[src/rtl/noc_credit_sink.sv]
// -----------------------------------------------------------------------------
// noc_credit_sink
//
// Credit-based flit receiver that terminates one router-to-router port of a
// NoC router. Incoming flits are buffered in a FLIT_BUFFER_DEPTH entry FIFO
// and exposed on a valid/ready stream. Every flit drained from the FIFO
// returns one credit upstream. Flit and packet statistics are kept, along
// with sticky protocol-error flags.
//
// Ports:
//   clk             - single clock
//   rst             - synchronous, active-high reset
//   data_in         - incoming flit payload
//   dest_in         - incoming flit destination
//   is_tail_in      - incoming flit is the last of its packet
//   send_in         - incoming flit valid (one cycle per flit)
//   credit_out      - one-cycle pulse returning one credit upstream
//   out_valid       - FIFO head valid
//   out_ready       - consumer accepts the head
//   out_data        - head payload
//   out_dest        - head destination
//   out_last        - head is the tail of its packet
//   flit_count      - number of flits accepted (wraps)
//   pkt_count       - number of tail flits accepted (wraps)
//   err_overflow    - sticky: a flit arrived while the FIFO had no space
//   err_dest_change - sticky: destination changed inside a packet
// -----------------------------------------------------------------------------
module noc_credit_sink #(
  parameter int FLIT_WIDTH        = 32,
  parameter int DEST_WIDTH        = 6,
  parameter int FLIT_BUFFER_DEPTH = 8,
  parameter int COUNT_WIDTH       = 16
) (
  input  logic                   clk,
  input  logic                   rst,
  input  logic [FLIT_WIDTH-1:0]  data_in,
  input  logic [DEST_WIDTH-1:0]  dest_in,
  input  logic                   is_tail_in,
  input  logic                   send_in,
  output logic                   credit_out,
  output logic                   out_valid,
  input  logic                   out_ready,
  output logic [FLIT_WIDTH-1:0]  out_data,
  output logic [DEST_WIDTH-1:0]  out_dest,
  output logic                   out_last,
  output logic [COUNT_WIDTH-1:0] flit_count,
  output logic [COUNT_WIDTH-1:0] pkt_count,
  output logic                   err_overflow,
  output logic                   err_dest_change
);

  localparam int PTR_W = (FLIT_BUFFER_DEPTH > 1) ? $clog2(FLIT_BUFFER_DEPTH) : 1;
  localparam int OCC_W = $clog2(FLIT_BUFFER_DEPTH + 1);
  localparam logic [PTR_W-1:0] LAST_PTR = PTR_W'(FLIT_BUFFER_DEPTH - 1);
  localparam logic [OCC_W-1:0] FULL_OCC = OCC_W'(FLIT_BUFFER_DEPTH);

  typedef enum logic {
    HEAD = 1'b0,
    BODY = 1'b1
  } state_t;

  logic [FLIT_WIDTH-1:0] mem_data [FLIT_BUFFER_DEPTH];
  logic [DEST_WIDTH-1:0] mem_dest [FLIT_BUFFER_DEPTH];
  logic                  mem_last [FLIT_BUFFER_DEPTH];

  logic [PTR_W-1:0]      wr_ptr;
  logic [PTR_W-1:0]      rd_ptr;
  logic [OCC_W-1:0]      occupancy;
  state_t                state;
  logic [DEST_WIDTH-1:0] pkt_dest;

  logic push;
  logic pop;

  // The head is valid purely from registered occupancy, so out_valid never
  // depends on out_ready. A pop frees a slot in the same cycle, which lets a
  // flit arriving on a full FIFO still be accepted.
  assign out_valid = (occupancy != '0);
  assign pop       = out_valid && out_ready;
  assign push      = send_in && ((occupancy != FULL_OCC) || pop);

  assign out_data = mem_data[rd_ptr];
  assign out_dest = mem_dest[rd_ptr];
  assign out_last = mem_last[rd_ptr];

  // Flit storage is deliberately left out of reset; only the pointers and
  // occupancy decide which entries are meaningful.
  always_ff @(posedge clk) begin
    if (push) begin
      mem_data[wr_ptr] <= data_in;
      mem_dest[wr_ptr] <= dest_in;
      mem_last[wr_ptr] <= is_tail_in;
    end
  end

  // Pointer and occupancy bookkeeping. Pointers wrap explicitly so that
  // non-power-of-two depths work.
  always_ff @(posedge clk) begin
    if (rst) begin
      wr_ptr    <= '0;
      rd_ptr    <= '0;
      occupancy <= '0;
    end else begin
      if (push) begin
        wr_ptr <= (wr_ptr == LAST_PTR) ? '0 : wr_ptr + 1'b1;
      end
      if (pop) begin
        rd_ptr <= (rd_ptr == LAST_PTR) ? '0 : rd_ptr + 1'b1;
      end
      case ({push, pop})
        2'b10:   occupancy <= occupancy + 1'b1;
        2'b01:   occupancy <= occupancy - 1'b1;
        default: occupancy <= occupancy;
      endcase
    end
  end

  // At most one pop happens per cycle, so the credit pulse is simply the
  // pop strobe delayed by one cycle.
  always_ff @(posedge clk) begin
    if (rst) begin
      credit_out <= 1'b0;
    end else begin
      credit_out <= pop;
    end
  end

  // Input packet tracker, statistics and error flags. Everything here moves
  // only on an accepted flit, except the overflow flag which records a flit
  // that had to be dropped.
  always_ff @(posedge clk) begin
    if (rst) begin
      state           <= HEAD;
      pkt_dest        <= '0;
      flit_count      <= '0;
      pkt_count       <= '0;
      err_overflow    <= 1'b0;
      err_dest_change <= 1'b0;
    end else begin
      if (send_in && !push) begin
        err_overflow <= 1'b1;
      end
      if (push) begin
        flit_count <= flit_count + 1'b1;
        if (is_tail_in) begin
          pkt_count <= pkt_count + 1'b1;
        end
        case (state)
          HEAD: begin
            pkt_dest <= dest_in;
            state    <= is_tail_in ? HEAD : BODY;
          end
          BODY: begin
            if (dest_in != pkt_dest) begin
              err_dest_change <= 1'b1;
            end
            if (is_tail_in) begin
              state <= HEAD;
            end
          end
          default: state <= HEAD;
        endcase
      end
    end
  end

endmodule

[config.mk]
export PLATFORM = sky130hd
export DESIGN_NAME = noc_credit_sink
export DESIGN_NICKNAME = d
export VERILOG_FILES = /design/src/rtl/noc_credit_sink.sv
export SDC_FILE = /design/constraint.sdc
export NUM_CORES = 1
export LEC_CHECK = 0
export CELL_PAD_IN_SITES_DETAIL_PLACEMENT = 0
export CELL_PAD_IN_SITES_GLOBAL_PLACEMENT = 1
export CORE_MARGIN = 5
export CORE_UTILIZATION = 30
export CTS_CLUSTER_DIAMETER = 50
export CTS_CLUSTER_SIZE = 16
export DETAILED_ROUTE_END_ITERATION = 8
export GPL_ROUTABILITY_DRIVEN = 0
export PLACE_DENSITY = 0.62
export SYNTH_ARGS = -nofsm -noshare
export SYNTH_HDL_FRONTEND = slang
export SYNTH_SLANG_ARGS = --single-unit
export TNS_END_PERCENT = 10
[constraint.sdc]
create_clock -name clk -period 5.3 [get_ports clk]
set_clock_uncertainty 0.2 [all_clocks]
set_input_delay 0.53 -clock clk [delete_from_list [all_inputs] [get_ports clk]]
set_output_delay 0.53 -clock clk [all_outputs]
set_load 0.05 [all_outputs]
==> Word level (Yosys, flattened, before mapping) <==
Memory sizes are Yosys's and may differ from the RTL's. A register that Yosys moved wholly into a read port is not among the register bits.
Cells that the tools add are included.
{ "word_totals": {"input_bits": 43, "output_inout_bits": 75, "mem_count": 3, "ram_bits": 312, "ff_bits": 52} }
{ "mem_list": {"columns": ["name", "depth", "word_bits", "rd", "rd_ports_with_merged_regs", "wr", "line", "rtl"], "rows": [
  ["mem_data", 8, 32, 1, 1, 1, "62", "logic [FLIT_WIDTH-1:0] mem_data [FLIT_BUFFER_DEPTH];"],
  ["mem_dest", 8, 6, 1, 1, 1, "63", "logic [DEST_WIDTH-1:0] mem_dest [FLIT_BUFFER_DEPTH];"],
  ["mem_last", 8, 1, 1, 1, 1, "64", "logic mem_last [FLIT_BUFFER_DEPTH];"]
]} }
{ "op_classes": {"n_mux": 12, "addsub": 6, "n_reduce_logical": 10, "n_eq_ne": 6, "n_bitwise": 1} }
{ "ops": {"columns": ["operator", "n"], "rows": [
  ["16-bit by 1-bit adder with 16-bit output (second input constant)", 2],
  ["3-bit 2-to-1 mux", 8],
  ["4-bit one-hot mux with 2 select lines", 1],
  ["3-bit by 1-bit adder with 3-bit output (second input constant)", 2],
  ["3-bit equality test (second input constant)", 2],
  ["6-bit inequality test", 1],
  ["4-bit by 1-bit adder with 4-bit output (second input constant)", 1],
  ["4-bit inequality test (second input constant)", 1],
  ["2-bit AND reduction", 2],
  ["4-bit nonzero test", 1],
  ["4-bit by 1-bit subtractor with 4-bit output (second input constant)", 1],
  ["1-bit logical AND", 3],
  ["1-bit 2-to-1 mux", 3],
  ["3-bit AND reduction", 1],
  ["2-bit by 1-bit equality test with 1-bit output (second input constant)", 1],
  ["2-bit equality test (second input constant)", 1],
  ["2-bit nonzero test", 1],
  ["1-bit logical NOT", 1],
  ["1-bit logical OR", 1],
  ["1-bit inverter", 1]
]} }

==> Logic depth before layout (Yosys ltp) <==
Gate-level depths: netlist of run 1.
{ "depth": {"depth_word": 6, "ltp_mapped": 9, "depth_no_buf": 8} }

==> Least setup slack after synthesis of run 1 <==
No wires, ideal clock.
{ "synth_path": {"path_kind": "input to register", "start": "input out_ready", "end": "memory mem_data[0][0] (enable)", "setup_ns": 0.533, "required_ns": 4.567, "cell_stages": 6, "path_buffers": 3, "setup_slack_ns": -0.343, "arrival_time_ns": 4.910, "path_cell_list": "buf_4 > or2b_1 > buf_4 > o21ai_4 > buf_4 > nor4_1"} }
{ "synth_between": {"elab_chain_len": 5} }
{ "synth_rtl": {"columns": ["item", "line", "rtl"], "rows": [
  ["start, declared", "42", "input logic out_ready,"],
  ["1-bit logical AND", "79", "assign pop = out_valid && out_ready;"],
  ["1-bit logical OR", "80", "assign push = send_in && ((occupancy != FULL_OCC) || pop);"],
  ["1-bit logical AND", "80", null],
  ["1-bit 2-to-1 mux", "89", "if (push) begin"],
  ["1-bit 2-to-1 mux (not written as such)", "90", "mem_data[wr_ptr] <= data_in;"],
  ["end, declared", "62", null]
]} }
No other way between the ends.

==> flow_summary_export.csv, run 1 <==
group,metric,value,unit
floorplanning,std_cell_rows,80,
cts,post_cts_buffers,0,
finish,drive_above_1_share,0.238,
power,internal-power,0.00565,W
synthesis,seq_area_frac_synth,0.725,
power,power,0.00792,W
cts,cts.sinks,367,
power,p_clk_frac,0.344,
synthesis,syn_inst,761,
floorplanning,die_w,229,um
placed_design,placed_area,16400,um^2
cts,htreeDepth,2,
sta,finalCriticalPeriod,4.06,ns
placed_design,port_buffers,117,
critical_path,endpoint_kind,"primary output",
finish,antenna_cells,0,
drt,via_count,7359,
sta,max_freq,0.246,GHz
power,p_switching,0.00227,W
finish,fin_nets,950,
synthesis,synth_flop_cell,"edfxtp_1",
power,power_frac_comb,0.228,
critical_path,path_class,"reg2out",
sta,slew_headroom,0.269,
critical_path,critPathArrivalTime,3.33,ns
synthesis,ys_types,51,
sta,finalHoldViolations,0,
cts,clock-root-buffer,"clkbuf_16",
synthesis,synth_top_area_cell,"edfxtp_1",
synthesis,synthTopCellsByCount,"edfxtp_1 (312), mux4_2 (78), dfxtp_1 (55)",
critical_path,crit_family,"buffers and inverters",
global_route,overflow,0,
critical_path,max_stage_delay,0.85,ns
outcome,outcome,"completed",
drt,routed_wl,30.5,mm
global_route,grt_pass1_wl,47.1,mm
sta,slew_viol_final,0,
sta,fin_crit_sh,0.767,
floorplanning,dieArea,52600,um^2
power,p_leak,5.42,nW
drt,drtPass1Iterations,5,
cts,clkTransAtPathRegs,0.06,ns
placed_design,post-dp-hpwl,17.7,mm
floorplanning,top_level_ports,118,
critical_path,cp-start-kind,"register",
finish,final_core_util,0.371,
drt,vias_per_cell,4.78,
critical_path,cp.required,4.57,ns
power,p_sw_frac,0.287,
power,cellPowerDensity,448,nW/um^2
global_route,grt_antenna_before_repair,3,
critical_path,slowest_stage,"dfxtp_4",
cts,cts_resized,0,
drt,drc,0,
synthesis,synth_top_area_frac,0.649,
finish,seq_area,10500,um^2
finish,area_growth_syn_to_layout,22.5,%
finish,final_cell_area,17700,um^2
critical_path,cp_num_buf_inv,2,
synthesis,syn_area,14400,um^2
sta,tns,0,ns
cts,worstSkewPairLatency,0.53,ns
drt,drt-initial-drc-count,460,
finish,n_fill_cell,4392,
synthesis,ys_ff_latch,367,
run,timing.max_cap.violations,0,
critical_path,crit_chain,"buf_4, mux4_2, mux2_2, clkdlybuf4s50_1",
global_route,grt_use_total,0.115,
synthesis,async_flop_share,0,
floorplanning,fp.dieH,229,um
power,peakVddDrop,0.239,mV
synthesis,syn_nets,813,
cts,tritoncts,"built",
global_route,grt_pass1_vias,7731,
worst_hold_path,hp-class,"reg2reg",
floorplanning,start_util,0.303,
critical_path,cp_max_fo,37,
finish,multi_input_area,3790,um^2
cts,cts_made_buffers,38,
cts,cts_hold_buffers,0,
power,seq_power_share,0.428,
synthesis,synthTopCellsByArea,"edfxtp_1 (65%), mux4_2 (12%), dfxtp_1 (7.6%), mux2_2 (3.0%), a21oi_1 (1.1%)",
drt,detail-route-antenna-nets,0,
cts,clk_path_buf_depth,3,
floorplanning,core_area,47600,um^2
synthesis,syn_avg_cell_area,19.0,um^2
synthesis,yosys_warnings,0,
global_route,grt_max_degree,57,
synthesis,yosysMostFrequentCell,"edfxtp_1",
sta,setup_viol,0,
drt,avgRoutedWirePerCell,19.8,um
synthesis,synth_edf_count,312,
sta,rsz0062_at_grt,"false",
sta,tightest_slew,1.08,ns
-- per-stage QoR --
step / hold WS [ns] / cells / setup slack [ns]
final: 0.253 / 1538 / 1.24
after detailed placement: 0.241 / 1473 / 1.58
after global placement: 0.234 / 1473 / 1.60
after CTS: 0.254 / 1538 / 1.09
after global routing: 0.293 / 1538 / 1.01
after floorplan: 0.254 / 761 / 0.626
-- cells by family after synthesis --
| kind of cell | share of synthesized area |
|---|---|
| flip-flops | 0.725 |
| AND/OR/NAND/NOR | 0.0417 |
| XOR/XNOR | 0.0134 |
| AO/OA/AOI/OAI | 0.0390 |
| multiplexers | 0.156 |
| adder cells (fa/ha/maj) | 0.00832 |
| buffers and inverters | 0.0162 |
-- power groups by stage --
stage,logic [W],clock network (W),registers (W)
floorplan,0.00139,0,0.00336
global placement,0.00184,0,0.00346
detailed placement,0.00184,0,0.00347
CTS,0.00185,0.00282,0.00340
global route,0.00192,0.00294,0.00342
finish,0.00180,0.00272,0.00339
-- registers in the layout, indices dropped and copies added, names as in the netlist, 3 cells and up, named ones only --
| name | count |
|---|---|
| flit_count | 16 |
| mem_data | 256 |
| mem_dest | 48 |
| mem_last | 8 |
| occupancy | 4 |
| pkt_count | 16 |
| pkt_dest | 6 |
| rd_ptr | 3 |
| wr_ptr | 3 |
-- final timing paths --
kind / start / to / slack, ns / cells past startpoint
worst max-delay path: register / out_data[19] / 1.24 / 4
worst max register to register: occupancy[0] / mem_data[4][12] / 2.37 / 6
worst min register to register: err_dest_change / err_dest_change / 0.25 / 2
worst min-delay path: err_dest_change / err_dest_change / 0.25 / 2
-- worst register-to-register path: stages (launching register included) --
cell     delay (ns)
dfxtp_1        0.46
nor3_1         0.10
buf_4          0.19
a21oi_2        0.49
nand2_1        0.35
nor3_2         0.18
buf_4          0.56
-- cell type report --
| cell class | instances | share of cell area |
|---|---|---|
| Timing Repair Buffer | 136 | 0.0748 |
| Clock inverter | 23 | 0.0168 |
| Multi-Input combinational cell | 346 | 0.214 |
| Sequential cell | 367 | 0.593 |
| Clock buffer | 42 | 0.0559 |
| Tap cell | 615 | 0.0435 |
| Inverter | 9 | 0.00205 |
-- routing by layer --
metal	global-route usage	share of wire
met4	0.0252	0.014
met5	0	0.0011
met1	0.159	0.46
met3	0.0348	0.062
met2	0.180	0.47
-- layout by cell type (no fill, tap or decap), drive strengths merged, types with 4 or more instances in the layout --
cell / instances
a211oi: 4
nand4: 8
edfxtp: 312
nor2: 27
bufinv: 5
clkinvlp: 6
nor3: 6
xnor2: 14
nand2: 25
inv: 14
o211ai: 5
or4: 9
a21oi: 35
clkbuf: 42
xor2: 8
clkinv: 7
or3: 10
buf: 20
mux2: 42
dfxtp: 55
o31ai: 8
o2111ai: 5
clkdlybuf4s50: 116
and4: 6
o21ai: 15
ha: 8
nand3: 11
mux4: 78
nand2b: 4
Power figures use the tool's default switching activity.
==> run 2: changes to the inputs <==
Settings changed: PLACE_DENSITY 0.62 to 0.6.
Clock period 5.3 ns to 3.9 ns, I/O delays scaled along.
==> run 2 against run 1 <==
Worst setup slack got worse by 0.94 ns. Global-route usage rose by 0.39 points. Sequential power rose by 33%. Wire length rose by 3.4%. Largest cell class unchanged. Sequential share of layout area fell by 0.77 points. Die area did not move. Sequential cell count did not move. Core utilization rose by 0.49 points. Clock power rose by 44%.
==> flow_summary_export.csv, run 2 (synthesis results as in run 1) <==
group,metric,value,unit
global_route,grt_pass1_wl,48.4,mm
cts,htreeDepth,2,
cts,tritoncts,"built",
worst_hold_path,hold_end,"err_dest_change",
power,cellPowerDensity,615,nW/um^2
finish,largest_reg_flops,256,
outcome,outcome,"completed",
floorplanning,top_level_ports,118,
critical_path,cp-start-kind,"register",
critical_path,r2r_slack,1.16,ns
drt,drtPass1Iterations,5,
sta,setup_viol,0,
placed_design,port_buffers,117,
sta,tightest_slew,1.07,ns
critical_path,reg2regPathDepth,6,
worst_hold_path,holdCritStartpoint,"err_dest_change",
critical_path,max_stage_delay,0.77,ns
critical_path,endpoint_kind,"primary output",
drt,routed_wl,31.6,mm
sta,slew_viol_final,0,
finish,area_growth_syn_to_layout,24.1,%
finish,layout_common_cells,"edfxtp_1 (312), clkdlybuf4s50_1 (116), mux4_2 (78)",
floorplanning,fp.dieH,229,um
sta,slew_headroom,0.286,
floorplanning,core_area,47600,um^2
worst_hold_path,hp-class,"reg2reg",
critical_path,cp.required,3.31,ns
power,p_leak,5.53,nW
drt,drc,0,
cts,clk_path_buf_depth,3,
global_route,grt_max_degree,56,
cts,clock-root-buffer,"clkbuf_16",
finish,fin_nets,958,
sta,fin_crit_sh,0.923,
cts,cts_made_buffers,41,
cts,cts_resized,0,
drt,avgRoutedWirePerCell,20.3,um
finish,drive_above_1_share,0.254,
sta,max_freq,0.278,GHz
critical_path,cp_max_fo,49,
floorplanning,std_cell_rows,80,
critical_path,r2r_start,"occupancy[0]",
critical_path,critPathArrivalTime,3.01,ns
cts,cts.sinks,367,
critical_path,path_class,"reg2out",
floorplanning,die_w,229,um
finish,top_regs,"mem_data x256, mem_dest x48",
sta,finalHoldViolations,0,
finish,layout_commonest_cell,"edfxtp_1",
drt,vias_per_cell,4.78,
cts,post_cts_buffers,0,
placed_design,placed_area,16500,um^2
placed_design,post-place-ws,0.673,ns
power,power,0.0110,W
critical_path,slowest_stage,"clkdlybuf4s50_1",
global_route,grt_pass1_vias,7854,
finish,regMostFlops,"mem_data",
global_route,grt_antenna_before_repair,3,
cts,cts_hold_buffers,0,
run,timing.max_cap.violations,0,
critical_path,crit_chain,"buf_12, mux4_2, mux2_2, clkdlybuf4s50_1",
floorplanning,dieArea,52600,um^2
sta,setup_ws,0.300,ns
power,peakVddDrop,0.298,mV
drt,detail-route-antenna-nets,0,
cts,clkTransAtPathRegs,0.06,ns
finish,n_fill_cell,4408,
sta,whs,0.245,ns
floorplanning,start_util,0.303,
finish,final_cell_area,17900,um^2
placed_design,post-dp-hpwl,18.1,mm
critical_path,timing.rr.end,"mem_data[7][11]",
global_route,overflow,0,
sta,finalCriticalPeriod,3.60,ns
global_route,grt_use_total,0.119,
finish,final_core_util,0.376,
drt,drt-initial-drc-count,444,
drt,via_count,7424,
cts,worstSkewPairLatency,0.55,ns
worst_hold_path,holdPathStages,2,
sta,rsz0062_at_grt,"false",
run 2: worst max-delay path by stage:
stage,endpoint,cells past startpoint,slack [ns],from
after floorplan,mem_data[4][0],6,-0.63,out_ready
after global placement,mem_data[5][6],6,0.69,out_ready
after detailed placement,mem_data[7][16],7,0.67,out_ready
after CTS,out_dest[4],4,0.21,register
after global routing,out_dest[4],4,0.13,register
final,out_dest[4],4,0.30,register
run 2: metrics by stage:
stage	cells	setup TNS, ns
final	1552	0
after global routing	1551	0
after CTS	1551	0
after detailed placement	1478	0
after global placement	1478	0
after floorplan	761	-88.45
run 2: where the power goes:
part           internal, W  leakage (nW)  total (W)  switching, W
sequential         0.00441          3.28    0.00451      0.000104
clock              0.00224         0.667    0.00392       0.00168
combinational      0.00111          1.58    0.00258       0.00147
run 2: critical path: cells and delay by family (launching register included):
family | cells | cell delay [ns]
buffers and inverters | 2 | 1.14
DFF | 1 | 0.43
muxes | 2 | 0.84
run 2: final cells by class:
cell class	instances	area [um^2]	share of cell area
well taps	615	769	0.0430
multi-input cells	346	3790	0.211
inverters	9	36.3	0.00203
clock inverters	31	349	0.0195
flip-flops and latches	367	10500	0.585
diodes	1	2.50	0.000140
clock buffers	42	1050	0.0587
repair buffers	141	1430	0.0801
run 2: layer usage:
layer / vias up / global-route usage / share of wire
li1: 3386 / - / -
met1: 3827 / 0.166 / 0.46
met2: 161 / 0.184 / 0.46
met3: 46 / 0.0341 / 0.056
met4: 4 / 0.0293 / 0.019
met5: - / 0 / 0.0010
==> run 3: changes to the inputs <==
Settings changed: PLACE_DENSITY 0.6 to 0.59.
==> run 3 against run 2 <==
First-iteration DRC count fell by 12%. Combinational power barely moved. Fmax fell by 2.1%. Non-clock buffer count did not move. Clock-buffer cell count fell by 1. Hold slack got worse by 0.0011 ns. Wire length fell by 2.0%. Final cell count fell by 0.39%. Die area did not move. Design area fell by 0.41%. Sequential power rose by 0.9%. Critical path type unchanged. Largest cell class unchanged.
==> flow_summary_export.csv, run 3 (synthesis results as in run 1) <==
group,metric,value,unit
outcome,outcome,"completed",
placed_design,placed_area,16500,um^2
floorplanning,top_level_ports,118,
power,peakVddDrop,0.283,mV
global_route,grt_pass1_wl,47.8,mm
worst_hold_path,holdPathStages,2,
sta,tns,0,ns
sta,rsz0062_at_grt,"false",
cts,cts_hold_buffers,0,
sta,finalCriticalPeriod,3.68,ns
drt,drt-initial-drc-count,392,
finish,area_growth_syn_to_layout,23.6,%
floorplanning,core_area,47600,um^2
cts,clk_path_buf_depth,3,
finish,fin_nets,956,
finish,layout_common_cells,"edfxtp_1 (312), clkdlybuf4s50_1 (116), mux4_2 (78)",
cts,clkTransAtPathRegs,0.06,ns
critical_path,cp.required,3.31,ns
finish,largest_reg_flops,256,
drt,drtPass1Iterations,6,
global_route,overflow,0,
cts,clock-root-buffer,"clkbuf_16",
floorplanning,dieArea,52600,um^2
drt,avgRoutedWirePerCell,20.0,um
finish,antenna_cells,0,
drt,routed_wl,30.9,mm
drt,via_count,7385,
cts,htreeDepth,2,
finish,top_regs,"mem_data x256, mem_dest x48",
power,cellPowerDensity,614,nW/um^2
placed_design,post-dp-hpwl,18.4,mm
global_route,grt_use_total,0.117,
power,power,0.0109,W
sta,tightest_slew,1.14,ns
global_route,grt_max_degree,56,
drt,vias_per_cell,4.78,
placed_design,port_buffers,117,
sta,slew_headroom,0.239,
sta,slew_viol_final,0,
sta,finalHoldViolations,0,
finish,layout_commonest_cell,"edfxtp_1",
critical_path,cp_max_fo,22,
finish,final_cell_area,17800,um^2
placed_design,place_inst,1478,
critical_path,endpoint_kind,"primary output",
cts,cts.sinks,367,
sta,setup_viol,0,
sta,fin_crit_sh,0.943,
critical_path,critPathArrivalTime,3.09,ns
global_route,grt_antenna_before_repair,4,
critical_path,path_class,"reg2out",
cts,tritoncts,"built",
floorplanning,die_w,229,um
finish,drive_above_1_share,0.245,
cts,worstSkewPairLatency,0.54,ns
run,timing.max_cap.violations,0,
drt,detail-route-antenna-nets,0,
finish,instances_no_fill,1546,
global_route,grt_pass1_vias,7702,
sta,whs,0.244,ns
floorplanning,fp.dieH,229,um
floorplanning,std_cell_rows,80,
floorplanning,start_util,0.303,
critical_path,cp-start-kind,"register",
worst_hold_path,hp-class,"reg2reg",
cts,cts_made_buffers,39,
critical_path,reg2regPathDepth,5,
drt,drc,0,
finish,regMostFlops,"mem_data",
sta,max_freq,0.272,GHz
power,p_leak,5.50,nW
==> run 3: worst paths after layout <==
| kind | startpoint | endpoint | slack, ns |
|---|---|---|---|
| min | err_dest_change | err_dest_change | 0.24 |
| max | register | out_data[7] | 0.22 |
| min reg2reg | err_dest_change | err_dest_change | 0.24 |
| max reg2reg | occupancy[0] | mem_data[5][22] | 1.10 |
==> run 3: area by class of cell <==
class	count	area, um^2
Fill cell	4407	29800
Inverter	9	36.3
Tap cell	615	769
Sequential cell	367	10500
Multi-Input combinational cell	346	3790
Timing Repair Buffer	141	1440
Clock buffer	41	983
Clock inverter	27	342
==> run 3: timing repair <==
item                                    4_1_cts  5_1_grt
endpoints found under the setup margin        0        4
buffers inserted                              0        0
gates resized for setup                       0        1
hold endpoints to repair                      0        0
==> run 3: metrics by stage <==
step	setup slack, ns	util
3_5_place_dp	0.529	0.346
3_3_place_gp	0.507	0.346
6_report	0.224	0.374
2_1_floorplan	-0.634	-
5_1_grt	0.0541	0.374
4_1_cts	0.0404	0.374
==> run 3: layer usage <==
metal	routed length [um]	track usage	share of wire
met5	51	0	0.0016
met4	565	0.0288	0.018
met3	2150	0.0430	0.069
met1	13700	0.156	0.44
met2	14500	0.185	0.47
==> run 3: power by group <==
group / total [W] / switching, W / leakage [nW] / internal (W)
sequential: 0.00455 / 0.000144 / 3.28 / 0.00440
combinational: 0.00258 / 0.00145 / 1.58 / 0.00113
clock: 0.00382 / 0.00160 / 0.638 / 0.00222
==> run 3: worst max-delay path: stages (launching register included) <==
cell             delay [ns]
dfxtp_4                0.63
buf_12                 0.28
mux4_2                 0.54
mux2_2                 0.27
clkdlybuf4s50_1        0.80
